## config.mk

```make
export PLATFORM = sky130hd
export DESIGN_NAME = inst_fetch_queue
export DESIGN_NICKNAME = d
export VERILOG_FILES = /design/src/rtl/inst_fetch_queue.sv
export SDC_FILE = /design/constraint.sdc
export NUM_CORES = 1
export LEC_CHECK = 0
export CAP_MARGIN = 10
export CELL_PAD_IN_SITES_DETAIL_PLACEMENT = 2
export CELL_PAD_IN_SITES_GLOBAL_PLACEMENT = 2
export CORE_UTILIZATION = 28
export CTS_CLUSTER_SIZE = 25
export DETAILED_ROUTE_END_ITERATION = 16
export PLACE_DENSITY = 0.57
export SLEW_MARGIN = 10
export SYNTH_ARGS = -nofsm -noshare
export SYNTH_HDL_FRONTEND = slang
export SYNTH_SLANG_ARGS = --single-unit
```

## constraint.sdc

```tcl
create_clock -name i_clk -period 6.28 [get_ports i_clk]
set_clock_uncertainty 0.05 [all_clocks]
set_input_delay 0.628 -clock i_clk [delete_from_list [all_inputs] [get_ports i_clk]]
set_output_delay 0.628 -clock i_clk [all_outputs]
set_load 0.02 [all_outputs]
```

## src/rtl/inst_fetch_queue.sv

```systemverilog
// Instruction fetch queue: circular FIFO between fetch and decode carrying PC/instruction pairs.
// Supports a synchronous flush for taken branches and an optional empty-queue bypass path.
module inst_fetch_queue #(
  parameter int                 INSTR_W = 32,
  parameter int                 PC_W    = 32,
  parameter int                 DEPTH   = 4,
  parameter int                 BYPASS  = 0,
  parameter logic [INSTR_W-1:0] NOP     = INSTR_W'(32'h00000013)
) (
  input  logic                       i_clk,
  input  logic                       i_rst_n,
  input  logic                       i_flush,
  input  logic                       i_push_valid,
  output logic                       o_push_ready,
  input  logic [PC_W-1:0]            i_push_pc,
  input  logic [INSTR_W-1:0]         i_push_instr,
  output logic                       o_pop_valid,
  input  logic                       i_pop_ready,
  output logic [PC_W-1:0]            o_pop_pc,
  output logic [PC_W-1:0]            o_pop_pc_4,
  output logic [INSTR_W-1:0]         o_pop_instr,
  output logic [$clog2(DEPTH):0]     o_count,
  output logic                       o_full,
  output logic                       o_empty
);

  localparam int AW = $clog2(DEPTH);
  localparam int CW = AW + 1;

  logic [PC_W-1:0]    r_pc_mem    [DEPTH];
  logic [INSTR_W-1:0] r_instr_mem [DEPTH];
  logic [AW-1:0]      r_wr_ptr;
  logic [AW-1:0]      r_rd_ptr;
  logic [CW-1:0]      r_count;

  logic          w_full;
  logic          w_empty;
  logic          w_bypass_path;
  logic          w_push_fire;
  logic          w_pop_fire;
  logic          w_store;
  logic          w_take;
  logic [CW-1:0] w_count_nxt;

  assign w_full        = (r_count == CW'(DEPTH));
  assign w_empty       = (r_count == '0);
  assign w_bypass_path = (BYPASS != 0) && w_empty;

  assign o_push_ready = !w_full && !i_flush;
  assign w_push_fire  = i_push_valid && o_push_ready;
  assign w_pop_fire   = o_pop_valid && i_pop_ready;

  // A bypassed entry consumed in the same cycle never touches storage.
  assign w_store = w_push_fire && !(w_bypass_path && w_pop_fire);
  assign w_take  = w_pop_fire && !w_bypass_path;

  always_comb begin
    o_pop_valid = 1'b0;
    o_pop_pc    = '0;
    o_pop_instr = NOP;
    if (!i_flush) begin
      if (w_bypass_path) begin
        o_pop_valid = i_push_valid;
        if (i_push_valid) begin
          o_pop_pc    = i_push_pc;
          o_pop_instr = i_push_instr;
        end
      end else if (!w_empty) begin
        o_pop_valid = 1'b1;
        o_pop_pc    = r_pc_mem[r_rd_ptr];
        o_pop_instr = r_instr_mem[r_rd_ptr];
      end
    end
  end

  assign o_pop_pc_4 = o_pop_pc + PC_W'(4);

  always_comb begin
    w_count_nxt = r_count;
    if (w_store && !w_take) begin
      w_count_nxt = r_count + CW'(1);
    end else if (!w_store && w_take) begin
      w_count_nxt = r_count - CW'(1);
    end
  end

  always_ff @(posedge i_clk or negedge i_rst_n) begin
    if (!i_rst_n) begin
      r_wr_ptr <= '0;
      r_rd_ptr <= '0;
      r_count  <= '0;
    end else if (i_flush) begin
      r_wr_ptr <= '0;
      r_rd_ptr <= '0;
      r_count  <= '0;
    end else begin
      if (w_store) begin
        r_wr_ptr <= r_wr_ptr + AW'(1);
      end
      if (w_take) begin
        r_rd_ptr <= r_rd_ptr + AW'(1);
      end
      r_count <= w_count_nxt;
    end
  end

  // Payload storage is deliberately unreset; the output mux hides it while empty.
  always_ff @(posedge i_clk) begin
    if (w_store) begin
      r_pc_mem[r_wr_ptr]    <= i_push_pc;
      r_instr_mem[r_wr_ptr] <= i_push_instr;
    end
  end

  assign o_count = r_count;
  assign o_full  = w_full;
  assign o_empty = w_empty;

endmodule

```

* Word-level counts from Yosys, hierarchy flattened
Memory sizes are Yosys's and may differ from the RTL's. Cells that the tools add are included.
Word-level totals: register bits after elaboration 7, latch bits 0, bits in writable memories 256, memory bits (read-only) 0, bits of input ports 69, output and inout port bits 103, memories kept 2
Memories:
- r_instr_mem | depth 4, width 32, rd ports 1, clocked after Yosys merged registers in 0, wr ports 1, RTL line 31 | logic [INSTR_W-1:0] r_instr_mem [DEPTH];
- r_pc_mem | depth 4, width 32, rd ports 1, clocked after Yosys merged registers in 0, wr ports 1, RTL line 30 | logic [PC_W-1:0] r_pc_mem [DEPTH];
Operators by class: $add $sub $neg 5, $mul 0, divide/modulo/power cells 0, $lt $le $gt $ge 0, equality and inequality tests 1, shifts and indexed selects 0, muxes and demuxes 15, bitwise operators 0, reductions and logical operators 13
Operators with widths (number):
- 2-to-1 mux 32 bit | 4
- adder 32 x 3 -> 32 bit, second input constant | 1
- 2-to-1 mux 3 bit | 3
- 2-to-1 mux 2 bit | 4
- logical AND 1 bit | 5
- adder 2 x 1 -> 2 bit, second input constant | 2
- logical NOT 1 bit | 4
- 2-to-1 mux 1 bit | 4
- nonzero test 2 bit | 2
- adder 3 x 1 -> 3 bit, second input constant | 1
- equality test 3 bit, second input constant | 1
- logical NOT 3 bit | 1
- nonzero test 3 bit | 1
- subtractor 3 x 1 -> 3 bit, second input constant | 1

* Longest topological paths before layout
depth after elaboration 9, mapped depth 12

* Worst setup path before layout
Ideal clock, no wire load.
kind reg-to-output, start reg r_count[1] (netlist: o_count[1]), end out o_pop_pc_4[24], arrival 2791 ps, data required time 5602 ps, path slack 2811 ps, stages on the path, launching flop included 12, path buffers 1, cell sequence dfrtp_1 > or3_1 > buf_2 > nand2_1 > inv_2 > nand2_1 > inv_1 > ha_1 > and4_1 > nand4_1 > nor4b_2 > xor2_1
Between the ends: longest elaborated chain between the ends 4
Ends and longest elaborated chain:
- from (decl) | RTL line 34 | logic [CW-1:0] r_count;
- from (signal assigned) | RTL line 103 | r_count <= w_count_nxt;
- logical NOT 3 bit | RTL line 46 | assign w_empty = (r_count == '0);
- 2-to-1 mux 32 bit | RTL line 68 | end else if (!w_empty) begin
- 2-to-1 mux 32 bit | RTL line 61 | if (!i_flush) begin
- net o_pop_pc[2] | RTL line 19 | output logic [PC_W-1:0] o_pop_pc,
- adder 32 x 3 -> 32 bit | RTL line 76 | assign o_pop_pc_4 = o_pop_pc + PC_W'(4);
- to (decl) | RTL line 20 | output logic [PC_W-1:0] o_pop_pc_4,
The timed path passes the listed nets, and every way through them passes these cells.

* Worst setup path in the final report
start in i_flush, end out o_pop_pc_4[24]
Between the ends: longest elaborated chain between the ends 2
Ends and longest elaborated chain:
- from (decl) | RTL line 12 | input logic i_flush,
- 2-to-1 mux 32 bit | RTL line 61
- adder 32 x 3 -> 32 bit | RTL line 76
Every way passes these cells.

==> impl_metrics.json <==
{
  "finalCritPeriodShare_pct": 80.30,
  "portBuffers": 171,
  "dp.cells": 1223,
  "path_max_fanout": 28,
  "io_pins": 172,
  "root_buffer": "clkbuf_16",
  "multi_input_area_sq_um": 2815,
  "drc": 0,
  "rows": 71,
  "status": "finished, final reports clean",
  "final_cells": 1280,
  "fin_hold_ws_ps": 318.5,
  "cp_top_family": "buffers and inverters",
  "worstPathArrival_ps": 4360,
  "syn_inst": 571,
  "irDropWorstVdd_uv": 199.4,
  "hold_buffers": 0,
  "setup_viol": 0,
  "core_sq_um": 38020,
  "endpoint_kind": "output port",
  "clock-sinks": 263,
  "synth_fp_nets": 646,
  "yosys_warnings": 0,
  "drive_above_1_share_pct": 15.89,
  "register_area_sq_um": 7870,
  "cpPeakStageDelay_ps": 640,
  "clk_pin_slew_ps": 60,
  "cts_max_level": 1,
  "drt-total-wl_microns": 29980,
  "path_buf_inv": 6,
  "dieArea_sq_um": 39820,
  "antenna_found_initial": 1,
  "p_per_area_nw_per_um2": 405.0,
  "async_flop_share_pct": 2.662,
  "grt_pass1_vias": 6925,
  "synth_edf_count": 256,
  "synth.avg_cell_area_sq_um": 19.14,
  "worstPathCellList": "clkdlybuf4s50_1 -> buf_4 -> inv_2 -> nand2_1 -> inv_2 -> nand2_1 -> inv_1 -> ha_1 -> and4_1 -> nand4_1 -> nor4b_2 -> xor2_1 -> clkdlybuf4s50_1",
  "start_util_pct": 28.74,
  "netlist_area_sq_um": 10930,
  "wl_per_cell_microns": 23.42,
  "dr.pass1.iters": 4,
  "hpwlAfterDp_microns": 18610,
  "drtIter0Drc": 235,
  "via_count": 6026,
  "p_leak_nw": 4.703,
  "die_y_microns": 199.5,
  "grt_usage_pct": 15.40,
  "cts_tree": "built",
  "finalSetupTns_ps": 0,
  "ys_ff_latch": 263,
  "maxSlewViolCount": 0,
  "grt_max_degree": 65,
  "area_growth_pct": 29.70,
  "die_x_microns": 199.5,
  "ys.flop_type": "edfxtp_1",
  "max_freq_mhz": 198.3,
  "min_path_type": "in2async",
  "fill_cells": 3745,
  "ant_nets": 0,
  "ctsResizeCount": 0,
  "nets": 819,
  "cts_buffer_depth": 3,
  "crit_type": "in2out",
  "post-route-min-period_ps": 5043,
  "worstMarginPinSlew_ps": 1117,
  "max_slew_margin_pct": 25.54,
  "insertion_delay_ps": 550,
  "setup_slack_ps": 1237,
  "rsz0062_at_grt": "no",
  "viasPerCell": 4.708,
  "synth_seq_area_share_pct": 71.96,
  "max-cap-violations": 0,
  "place_ws_ps": 1117,
  "slowest_stage": "clkdlybuf4s50_1",
  "synth_cell_type_count": 40,
  "cp.required_ps": 5600,
  "finalHoldViolCount": 0,
  "grt_pass1_wl_microns": 45080,
  "post_cts_buffers": 0,
  "grt_overflow_total": 0,
  "place.gp.congestion": 0.7199,
  "setup.worst_path.start_class": "input pin",
  "cts_buffers": 30
}
logic make-up after synthesis:
kind of cell / synth area share (%)
flip-flops: 71.96
adder cells (fa/ha/maj): 0.7558
AND/OR/NAND/NOR: 8.222
buffers and inverters: 2.382
AO/OA/AOI/OAI: 0.4122
XOR/XNOR: 2.645
multiplexers: 13.63
Yosys cell counts, types with 10 or more instances:
master / instances / area (sq um)
nand3_1: 15 / 75.07
nand4_1: 12 / 75.07
edfxtp_1: 256 / 7687
and3_1: 57 / 356.6
mux4_2: 54 / 1216
clkbuf_1: 18 / 67.56
nand2_1: 12 / 45.04
nor2_1: 11 / 41.29
xor2_1: 13 / 113.9
mux4_1: 10 / 262.8
xnor2_1: 20 / 175.2
inv_1: 14 / 52.55
placed cells by master (no fill, tap or decap), types with 5 or more instances in the layout:
cell type,synthesis,layout
edfxtp_1,256,256
clkbuf_16,0,31
dfrtp_1,7,5
and4_1,9,9
mux4_2,54,54
xor2_1,13,13
bufinv_16,0,5
buf_4,5,6
nand3_1,15,15
and3_1,57,57
clkbuf_1,18,12
inv_1,14,13
nor2_1,11,11
nand4_1,12,12
nand2_1,12,12
ha_1,5,5
clkdlybuf4s50_1,0,171
xnor2_1,20,20
mux4_1,10,10
worst paths after layout:
check | start | to | slack (ps) | cells past startpoint
max | i_flush | o_pop_pc_4[24] | 1240 | 13
min | i_rst_n | r_rd_ptr[1] | 320 | 1
max reg2reg | o_count[0] | o_count[1] | 3400 | 8
min reg2reg | r_wr_ptr[1] | r_wr_ptr[1] | 590 | 2
max in group asynchronous | i_rst_n | r_rd_ptr[0] | 5550 | 1
min in group i_clk | r_wr_ptr[1] | r_wr_ptr[1] | 590 | 2
state kept, by name, indices dropped and copies added (netlist names):
signal	flops
r_wr_ptr	2
o_count	3
r_instr_mem	128
r_rd_ptr	2
r_pc_mem	128
layer usage:
metal / track usage (%) / routed length [microns] / part of all wire [%]
met3: 3.392 / 1643 / 5.5
met4: 4.411 / 667 / 2.2
met2: 25.17 / 14290 / 48
met1: 20.51 / 13380 / 45
met5: 0 / 0 / 0
where the power goes:
| part | switching, mW | leakage, nW | internal [mW] |
|---|---|---|---|
| Combinational | 0.965 | 1.79 | 0.788 |
| Sequential | 0.111 | 2.41 | 2.06 |
| Clock | 0.692 | 0.495 | 1.12 |
stage by stage:
| step | util [%] | instance area, sq um | total power [mW] |
|---|---|---|---|
| global route | 37.27 | 14170 | 5.985 |
| floorplan | - | 10930 | 3.217 |
| CTS | 37.27 | 14170 | 5.831 |
| detailed placement | 34.56 | 13140 | 3.991 |
| finish | 37.27 | 14170 | 5.740 |
| global placement | 34.56 | 13140 | 3.956 |
final cells by class:
cell class,count,share of cell area (%)
inverter,16,0.4238
tap,511,4.511
antenna,1,0.01766
clock buffer,44,5.889
multi-input combinational,256,19.86
sequential,263,55.53
timing repair buffer,177,12.40
clock inverter,12,1.368
Note: power is estimated with default switching activity, not from simulation.
